### src/rtl/ram_4x16_if.sv
// ram_4x16_if: RAM4 data/address/strobe bundle; parity ports exist only with RAM4_PARITY_EN
interface ram_4x16_if #(parameter int WIDTH = 16);
  logic [WIDTH-1:0] data_in;
  logic [WIDTH-1:0] data_out;
  logic [1:0] addr_in;
  logic load_in;
  logic clear_in;
  logic busy_out;
`ifdef RAM4_PARITY_EN
  logic parity_inject_in;
  logic parity_err_out;
  modport master(output data_in, addr_in, load_in, clear_in, parity_inject_in, input data_out, busy_out, parity_err_out);
  modport slave(input data_in, addr_in, load_in, clear_in, parity_inject_in, output data_out, busy_out, parity_err_out);
`else
  modport master(output data_in, addr_in, load_in, clear_in, input data_out, busy_out);
  modport slave(input data_in, addr_in, load_in, clear_in, output data_out, busy_out);
`endif
endinterface

### src/rtl/ram_4x16.sv
// ram_4x16: four-word register memory with sequenced clear-all and live reads.
// Optional per-word parity storage and check when RAM4_PARITY_EN is defined.
module demux_1x4 (
  input  logic       in_in,
  input  logic [1:0] sel_in,
  output logic       a_out,
  output logic       b_out,
  output logic       c_out,
  output logic       d_out
);
  assign a_out = in_in && sel_in == 2'd0;
  assign b_out = in_in && sel_in == 2'd1;
  assign c_out = in_in && sel_in == 2'd2;
  assign d_out = in_in && sel_in == 2'd3;
endmodule

module ram_4x16 #(parameter int WIDTH = 16) (
  input logic clk_in,
  input logic rst_in,
  ram_4x16_if.slave bus
);
  typedef enum logic {IDLE, CLEAR} state_t;
  state_t r_state, w_next;
  logic [1:0] r_clr_cnt;
  logic [WIDTH-1:0] r_word [4];
  logic [3:0] w_load;
  logic w_we;
  // a clear request wins over a same-cycle load, and CLEAR ignores loads entirely
  assign w_we = bus.load_in && !bus.clear_in && r_state == IDLE;
  demux_1x4 u_demux (
    .in_in(w_we),
    .sel_in(bus.addr_in),
    .a_out(w_load[0]),
    .b_out(w_load[1]),
    .c_out(w_load[2]),
    .d_out(w_load[3])
  );
  always_comb begin
    w_next = r_state;
    if (r_state == IDLE) w_next = bus.clear_in ? CLEAR : IDLE;
    else w_next = r_clr_cnt == 2'd3 ? IDLE : CLEAR;
  end
  always_ff @(posedge clk_in) begin
    if (rst_in) begin
      r_state <= IDLE;
      r_clr_cnt <= 2'd0;
      for (int k = 0; k < 4; k++) r_word[k] <= '0;
    end else begin
      r_state <= w_next;
      if (r_state == CLEAR) begin
        r_word[r_clr_cnt] <= '0;
        r_clr_cnt <= r_clr_cnt + 2'd1;
      end
      for (int k = 0; k < 4; k++) if (w_load[k]) r_word[k] <= bus.data_in;
    end
  end
  assign bus.data_out = r_word[bus.addr_in];
  assign bus.busy_out = r_state == CLEAR;
`ifdef RAM4_PARITY_EN
  logic [3:0] r_par;
  always_ff @(posedge clk_in) begin
    if (rst_in) r_par <= '0;
    else begin
      if (r_state == CLEAR) r_par[r_clr_cnt] <= 1'b0;
      for (int k = 0; k < 4; k++) if (w_load[k]) r_par[k] <= ^bus.data_in ^ bus.parity_inject_in;
    end
  end
  assign bus.parity_err_out = ^{r_word[bus.addr_in], r_par[bus.addr_in]};
`endif
endmodule

### src/flat_wrapper.sv
// flat-port wrapper written by rule: the top's interface ports become plain ports
module ram_4x16_flat 
#(parameter int WIDTH = 16)
  (clk_in, rst_in, bus_data_in, bus_addr_in, bus_load_in, bus_clear_in, bus_data_out, bus_busy_out);
  ram_4x16_if #(.WIDTH(WIDTH)) bus_i ();
  input logic clk_in;
  input logic rst_in;
  input wire logic [$bits(bus_i.data_in)-1:0] bus_data_in;
  input wire logic [$bits(bus_i.addr_in)-1:0] bus_addr_in;
  input wire logic [$bits(bus_i.load_in)-1:0] bus_load_in;
  input wire logic [$bits(bus_i.clear_in)-1:0] bus_clear_in;
  output wire logic [$bits(bus_i.data_out)-1:0] bus_data_out;
  output wire logic [$bits(bus_i.busy_out)-1:0] bus_busy_out;
  assign bus_i.data_in = bus_data_in;
  assign bus_i.addr_in = bus_addr_in;
  assign bus_i.load_in = bus_load_in;
  assign bus_i.clear_in = bus_clear_in;
  assign bus_data_out = bus_i.data_out;
  assign bus_busy_out = bus_i.busy_out;
  ram_4x16 #(.WIDTH(WIDTH)) u_core (.clk_in(clk_in), .rst_in(rst_in), .bus(bus_i));
endmodule
### config.mk
export PLATFORM = sky130hd
export DESIGN_NAME = ram_4x16_flat
export DESIGN_NICKNAME = d
export VERILOG_FILES = /design/src/rtl/ram_4x16_if.sv /design/src/rtl/ram_4x16.sv /design/src/flat_wrapper.sv
export SDC_FILE = /design/constraint.sdc
export NUM_CORES = 1
export LEC_CHECK = 0
export BUFFER_PORTS_ARGS = -buffer_cell sky130_fd_sc_hd__buf_2
export CORE_MARGIN = 2
export CORE_UTILIZATION = 60
export CTS_BUF_LIST = sky130_fd_sc_hd__clkbuf_4 sky130_fd_sc_hd__clkbuf_8
export CTS_CLUSTER_DIAMETER = 120
export DETAILED_ROUTE_END_ITERATION = 7
export GPL_ROUTABILITY_DRIVEN = 0
export PLACE_DENSITY = 0.8
export SLEW_MARGIN = 25
export SYNTH_ARGS = -nofsm -noshare
export SYNTH_HDL_FRONTEND = slang
export SYNTH_SLANG_ARGS = --single-unit
### constraint.sdc
create_clock -name clk_in -period 2.3 [get_ports clk_in]
set_clock_uncertainty 0.15 [all_clocks]
set_input_delay 0.23 -clock clk_in [delete_from_list [all_inputs] [get_ports clk_in]]
set_output_delay 0.23 -clock clk_in [all_outputs]
set_load 0.02 [all_outputs]
== Word level (Yosys, flattened, before mapping) ==
Memory sizes are Yosys's and may differ from the RTL's.
Cells that the tools add are included.
Storage, ports and cells
  flip-flop bits (word level): 3
  memories kept: 1
  RAM bits: 64
  input bits: 22
Cells by class
  equal/unequal tests: 4
  add/subtract/negate cells: 1
  bitwise logic cells: 5
  muxes and demuxes: 27
  reduce and logical (&&, ||, !) cells: 9
Memories
  u_core.r_word: words 4, bits a word 16, rd ports 1, clocked after Yosys merged registers in 0, write ports 4, RTL line ram_4x16.sv:25  | logic [WIDTH-1:0] r_word [4];
Operator list (number)
  16-bit 2-to-1 mux: 5
  1-bit 2-to-1 mux: 21
  16-bit OR reduction: 1
  2-bit equality test, second input constant: 3
  1-bit logical AND: 6
  1-bit OR: 4
  2-bit by 1-bit adder with 2-bit output, second input constant: 1
  2-bit by 1-bit equality test with 1-bit output, second input constant: 1
  2-bit logical NOT: 1
  2-bit 2-to-1 mux: 1
  1-bit logical NOT: 1
  1-bit inverter: 1

== Logic depth before layout (Yosys ltp) ==
Gate-level depths: netlist (run 1).
  word-level depth: 9
  mapped depth: 6
  gate-level depth less buffers: 5

== By module ==
Synthesis (run 1) repeated with hierarchy kept, for this count alone.
Second synthesis, totals
  cell total of the unflattened synthesis: 261
  area, all modules: 3083.0 um^2
Modules (own cells, without submodules)
  ram_4x16: area an instance 3045.4 um^2, sequential area each 1341.3 um^2, cells each 257, instances 1
  demux_1x4: area an instance 37.5 um^2, sequential area each 0.0 um^2, cells each 4, instances 1

== Least setup slack after synthesis (run 1) ==
OpenSTA, ideal clock, no wires.
  kind: register to register
  start point: register u_core.r_state (netlist: u_core.bus.busy_out)
  end point: memory u_core.r_word[1][10]
  arrival time: 1764 ps
  stages on the path, launching flop included: 7
  data required time: 2089 ps
  setup time: 61 ps
  clock period less this slack: 1975 ps
  setup slack: 325 ps
  cell sequence: dfxtp_1 > buf_6 > or4b_4 > buf_6 > nor3b_4 > buf_6 > a32o_1
RTL lines
  from (decl): RTL line ram_4x16.sv:23  | state_t r_state, w_next;
  from (signal assigned): RTL line ram_4x16.sv:49  | r_state <= w_next;
  to (decl): RTL line ram_4x16.sv:25

== Worst setup path in the final report (run 1) ==
  start point: input bus_addr_in[0]
  end point: output bus_data_out[15]
On the way
  longest elaborated chain between the ends: 1
Ends and longest elaborated chain
  from (decl): RTL line flat_wrapper.sv:9  | input wire logic [$bits(bus_i.addr_in)-1:0] bus_addr_in;
  memory 4 x 16 bit
  to (decl): RTL line flat_wrapper.sv:12  | output wire logic [$bits(bus_i.data_out)-1:0] bus_data_out;
No other way between the ends.

==> metrics, run 1 <==
Initial DRT Pass Iterations=5; final wirelength=8030 um; period utilization=0.861; core area=0.00511 mm2; Worst Setup SP=bus_addr_in[0]; crit-path cells=buf_2 -> mux4_2 -> buf_2; critical path peak fanout=24; Vias/cell=6.49; largest area contributor in the netlist=dfxtp_1; cell area after synthesis=0.00316 mm2; Netlist cell types=27; Max stage delay on crit path=0.60 ns; clk root buf=clkbuf_8; # nets final=347; VDD IR-drop max=472 uV; first-pass GRT wire length=13,300 um; Syn Area/Cell=11.7 um2; max_slew headroom=0.489; row count=26; Crit path buffers/inverters=2; Worst EP required=1.92 ns; CP top delay family=buffers and inverters; CP max stage cell=mux4_2; Clock Path Buffers=2; DRT iter0 DRCs=174; clk_lat worst skew=0.34 ns; post-synthesis net count=296; Worst R2R Start=u_core.bus.busy_out; Fin. Hold Viols=0; DIE WIDTH=76.6 um; antenna violations before repair=0; final setup violation count=0; routed length per instance=20.3 um; PwrDens=614 mW/mm2; largest net degree at the start of global routing=39; share of layout cells above drive strength 1=0.289; crit path kind=input port to output pin; Cell Int Power=1.71 mW; RSZ-0062 raised after global routing=no; Post-DP HPWL=5000 um; post-route cell area=0.00371 mm2; min-delay src=bus_data_in[2]; NetSw=0.562 mW; Clk pin slew, worst setup/hold paths=0.06 ns; max_cap viols=0; CTS tree=built; Max H-tree Level=3; Most common cell on crit path=buf_2; Chip Height=76.6 um; via count=2,565; #FFs+latches synth=67; global route overflow=0; Synth area leaders=dfxtp_1, a32o_1, mux4_2, nor2b_1, nor3b_1; Max Freq=0.505 GHz; Setup crit end kind=output pin; area of the die=0.00586 mm2; Initial Util=0.619; Logic pwr share=0.096; Clk pwr share=0.376; Yosys warnings=0; Post-DP Area=0.00345 mm2; clk sink count=67; status=completed; fin crit period=1.98 ns; startpoint type of the worst setup path=input port; Total GRT Usage=0.293; synthesis-to-finish area growth=17.3%; CTS Buf Count=9; vias in the first global route=2,644; actual slew at the worst max-slew pin=0.766 ns; Final Max Slew Viols=0; Inserted Diodes=0; Mapped Cells=270; CP arrival=1.60 ns; register share of total power=0.528; total negative slack=0 ns; Top Ports=39; sequential area share after synthesis=0.425; DRC=0; Yosys top cell area share=0.425; worst hold-check path type=input port to register; switch share=0.247; static leakage=1.43 nW; # port buffers=38; post-route ant nets=0
## Yosys cell counts
library cell / n
a32o_1: 59
buf_4: 1
nor3b_4: 2
dfxtp_1: 67
nand2_1: 5
nand2b_1: 2
nor3b_1: 17
xnor2_1: 1
and3b_1: 4
buf_2: 3
nand3b_1: 3
ha_1: 4
nor2_4: 1
a211oi_1: 1
nor2_1: 4
a22o_1: 5
a21oi_1: 2
nand3_1: 1
inv_1: 2
buf_1: 1
nor3_4: 1
clkbuf_1: 18
mux4_2: 16
mux2i_1: 1
buf_6: 4
or4b_4: 1
nor2b_1: 44
## state kept, by name (all words and copies together) (netlist names)
register / cells
u_core.r_word: 64
u_core.r_clr_cnt: 2
u_core.bus.busy_out: 1
## placed cells by master (no fill, tap or decap), drive strengths merged
cell type / instances
a211oi: 1
a21oi: 2
a22o: 5
a32o: 59
and3b: 4
buf: 58
clkbuf: 12
clkinv: 3
dfxtp: 67
dlygate4sd3: 9
ha: 4
inv: 2
mux2i: 1
mux4: 16
nand2: 5
nand2b: 2
nand3: 1
nand3b: 3
nor2: 5
nor2b: 44
nor3: 1
nor3b: 19
or4b: 1
xnor2: 1
## logic make-up after synthesis
logic type                 synth area share
xor gates and xnor gates            0.00277
muxes                                 0.117
and+or+nand+nor                       0.187
adders and majority gates            0.0158
DFF                                   0.425
AOI/OAI and AO/OA                     0.206
buffers and inverters                0.0463
## layout make-up
class	count	area, um2
inverter	2	7.51
timing repair buffer	67	430
clock buffer	12	153
sequential	67	1340
fill	390	1400
clock inverter	3	15.0
multi-input combinational	174	1670
tap	70	87.6
## timing repair
action	in CTS	in global routing
setup buffers	0	0
endpoints found under the hold margin	21	0
gates resized for setup	0	0
hold buffers	9	0
endpoints found under the setup margin	0	0
## per-stage QoR
stage | worst slack, ns | utilization | power, mW | hold WS, ns | instances
after floorplan | 0.325 | - | 1.35 | 0.206 | 270
after global placement | 0.347 | 0.675 | 1.43 | 0.344 | 371
after detailed placement | 0.300 | 0.675 | 1.43 | 0.347 | 371
after CTS | 0.298 | 0.726 | 2.28 | 0.00171 | 395
after global routing | 0.202 | 0.726 | 2.35 | 0.00896 | 395
final | 0.319 | 0.726 | 2.27 | 0.0112 | 395
## power groups by stage
stage | clock network, mW | logic (mW) | registers, mW
after detailed placement | 0 | 0.205 | 1.23
after global routing | 0.910 | 0.238 | 1.20
after floorplan | 0 | 0.132 | 1.22
after CTS | 0.865 | 0.217 | 1.20
final | 0.855 | 0.219 | 1.20
after global placement | 0 | 0.200 | 1.23
## path summary, 6_finish.rpt
kind	end	slack (ns)	cells after the start
setup reg to reg	u_core.r_word[0][9]	0.35	4
setup / recovery	bus_data_out[15]	0.32	3
hold reg to reg	u_core.r_clr_cnt[1]	0.42	2
hold / removal	u_core.r_word[2][2]	0.01	2
## layer usage
metal,global-route usage,part of all wire,up-vias
met3,0.0723,0.064,17
met4,0.133,0.021,0
li1,-,-,1166
met2,0.467,0.49,98
met1,0.377,0.43,1284
met5,0,0,-
Note: power is estimated with default switching activity, not from simulation.
==> run 2, diff against run 1 <==
--- a/config.mk
+++ b/config.mk
@@ -7,12 +7,12 @@
 export LEC_CHECK = 0
 export BUFFER_PORTS_ARGS = -buffer_cell sky130_fd_sc_hd__buf_2
 export CORE_MARGIN = 2
-export CORE_UTILIZATION = 60
+export CORE_UTILIZATION = 54
 export CTS_BUF_LIST = sky130_fd_sc_hd__clkbuf_4 sky130_fd_sc_hd__clkbuf_8
 export CTS_CLUSTER_DIAMETER = 120
 export DETAILED_ROUTE_END_ITERATION = 7
 export GPL_ROUTABILITY_DRIVEN = 0
-export PLACE_DENSITY = 0.8
+export PLACE_DENSITY = 0.76
 export SLEW_MARGIN = 25
 export SYNTH_ARGS = -nofsm -noshare
 export SYNTH_HDL_FRONTEND = slang
==> constraint.sdc (replaced) <==
create_clock -name clk_in -period 1.6 [get_ports clk_in]
set_clock_uncertainty 0.15 [all_clocks]
set_input_delay 0.16 -clock clk_in [delete_from_list [all_inputs] [get_ports clk_in]]
set_output_delay 0.16 -clock clk_in [all_outputs]
set_load 0.02 [all_outputs]
==> run 2 against run 1 <==
  * The run now ends with setup timing left
  * Worst hold slack gained 0.061 ns
  * Critical endpoint is now u_core.r_word[1][4]
  * Global-route usage shrank 1.3 points
  * Cell count grew 8.1%
  * Largest cell class unchanged
  * Non-clock buffer count grew 30
  * Final area grew 12%
  * Critical path type is now register to register
==> metrics, run 2 (synthesis results as in run 1) <==
status=finished, violations left; violations in the final reports=setup timing; clk sink count=67 (unchanged); fin crit period=1.82 ns; VDD IR-drop max=675 uV (+43%); reg2reg path depth=5 (+1); Fin. Hold Viols=0 (unchanged); met3 Use GR=0.0753 (+0.00301); startpoint type of the worst setup path=register; Post-DP HPWL=5380 um (+7.6%); met2 usage=0.469 (+0.00191); # fillers=357 (-8.5%); antenna violations before repair=0 (unchanged); Max Freq=0.548 GHz; vias in the first global route=2,742 (+3.7%); final setup violation count=65 (+65); clk_lat worst skew=0.34 ns (about the same); Clk pin slew, worst setup/hold paths=0.07 ns (about the same); Clk pwr share=0.368 (-0.008); via count=2,712 (+5.7%); Most flops, register=u_core.r_word; Worst Hold Depth=4 (+2); actual slew at the worst max-slew pin=0.419 ns (-0.348 ns); Final Max Slew Viols=0 (unchanged); Cell Int Power=2.52 mW (+47%); worst setup path end=u_core.r_word[1][4]; Logic pwr share=0.116 (+0.020); NetSw=0.820 mW (+46%); share of layout cells above drive strength 1=0.366 (+0.0770); most common cell after layout, fill and taps aside=a32o_1; max_cap viols=0 (unchanged); flop-to-flop setup slack=-0.22 ns (-0.57 ns); largest net degree at the start of global routing=41 (+5.1%); crit path kind=register to register; row count=27 (+3.8%); area of the die=0.00648 mm2 (+11%); global route overflow=0 (unchanged); R2R Path End=u_core.r_word[1][4]; Vias/cell=6.35 (-2.2%); DIE WIDTH=80.5 um (+5.1%); # nets final=377 (+8.6%); period utilization=1.14; first-pass GRT wire length=13,500 um (+1.5%); Chip Height=80.5 um (+5.1%); CTS tree=built; # port buffers=38 (unchanged); PwrDens=803 mW/mm2 (+31%); clk root buf=clkbuf_8; Most Crowded Layer GR=met2; Total GRT Usage=0.280 (-0.0129); DRC=0 (unchanged); CTS Buf Count=9 (unchanged); Worst EP required=1.74 ns (-0.18 ns); CP arrival=1.96 ns (+0.36 ns); post-route cell area=0.00415 mm2 (+12%); Worst R2R Start=u_core.bus.busy_out; register share of total power=0.516 (-0.012); final worst slack=-0.224 ns (-0.543 ns); critical path peak fanout=5 (-79%); Largest register FFs=64 (unchanged); Clock Path Buffers=2 (unchanged); post-route ant nets=0 (unchanged); switch share=0.246 (-0.00147); DRT iter0 DRCs=234 (+34%); commonest cells after routing, fill and taps aside=a32o_1, dfxtp_1, nor2b_1; met1 Use GR=0.338 (-0.0384); RSZ-0062 raised after global routing=yes; Initial Util=0.567 (-0.0518); Worst Setup SP=u_core.bus.busy_out; Top Ports=39 (unchanged); routed length per instance=19.3 um (-4.9%); Post-DP Area=0.00364 mm2 (+5.6%); utilization after layout=0.745 (+0.0192); Inserted Diodes=0 (unchanged); Setup crit end kind=register; max_slew headroom=0.721 (+0.232); final wirelength=8260 um (+2.8%); synthesis-to-finish area growth=31.4%; static leakage=1.61 nW (+12%); Pwr Total=3.34 mW (+47%); core area=0.00557 mm2 (+9.1%); Initial DRT Pass Iterations=5 (unchanged); worst hold-check path type=input port to register; Max H-tree Level=3 (unchanged)
-- run 2: changes by cell type in the layout (fill, tap and decap cells not counted), moves of 4 or more --
cell,before,now
buf_6,0,23
buf_2,38,22
buf_4,20,32
dfxtp_1,67,56
dfxtp_2,0,10
dlygate4sd3_1,9,16
buf_12,0,4
-- run 2: worst min-delay path by stage --
stage	slack (ns)	start	end
after detailed placement	0.28	bus_data_in[1]	u_core.r_word[0][1]
after CTS	0.05	bus_clear_in	u_core.bus.busy_out
after global placement	0.27	bus_data_in[2]	u_core.r_word[0][2]
after global routing	0.1	bus_clear_in	u_core.bus.busy_out
final	0.07	bus_clear_in	u_core.bus.busy_out
after floorplan	0.13	bus_data_in[0]	u_core.r_word[1][0]
-- run 2: power groups by stage --
stage | Sequential, mW | Clock, mW | Combinational, mW
after global placement | 1.76 | 0 | 0.329
after global routing | 1.72 | 1.31 | 0.415
final | 1.72 | 1.23 | 0.386
after floorplan | 1.75 | 0 | 0.191
after CTS | 1.72 | 1.26 | 0.377
after detailed placement | 1.76 | 0 | 0.333
-- run 2: final cells by class --
class	count	area (um2)	share of cell area
timing repair buffer	97	850	0.205
clock inverter	3	15.0	0.00362
inverter	2	7.51	0.00181
sequential	67	1360	0.327
clock buffer	12	153	0.0368
tap	72	90.1	0.0217
multi-input combinational	174	1680	0.404
-- run 2: timing repair --
item,in CTS,in global routing
resized for setup,27,24
hold buffers,16,0
setup buffers,2,1
endpoints found under the setup margin,74,80
hold endpoints to repair,64,0
pin swaps,5,13
-- run 2: critical path: stages (launching register included) --
cell and delay (ns):
dfxtp_4 0.34, or4b_4 0.49, buf_6 0.15, nor3b_4 0.30, buf_6 0.18, a32o_1 0.16
-- run 2: routing by layer --
metal  up-vias  routed length [um]
met1      1333                3380
li1       1230                   -
met5         -                   0
met3        12                 667
met2       137                4060
met4         0                 150
-- run 2: metrics by stage --
stage	hold slack (ns)	worst slack (ns)	TNS [ns]	cells
after floorplan	0.132	-0.268	-11.25	270
after global placement	0.272	-0.210	-8.49	393
after detailed placement	0.278	-0.253	-9.66	393
after CTS	0.0541	-0.216	-8.19	426
after global routing	0.0972	-0.242	-11.71	427
final	0.0726	-0.224	-8.81	427
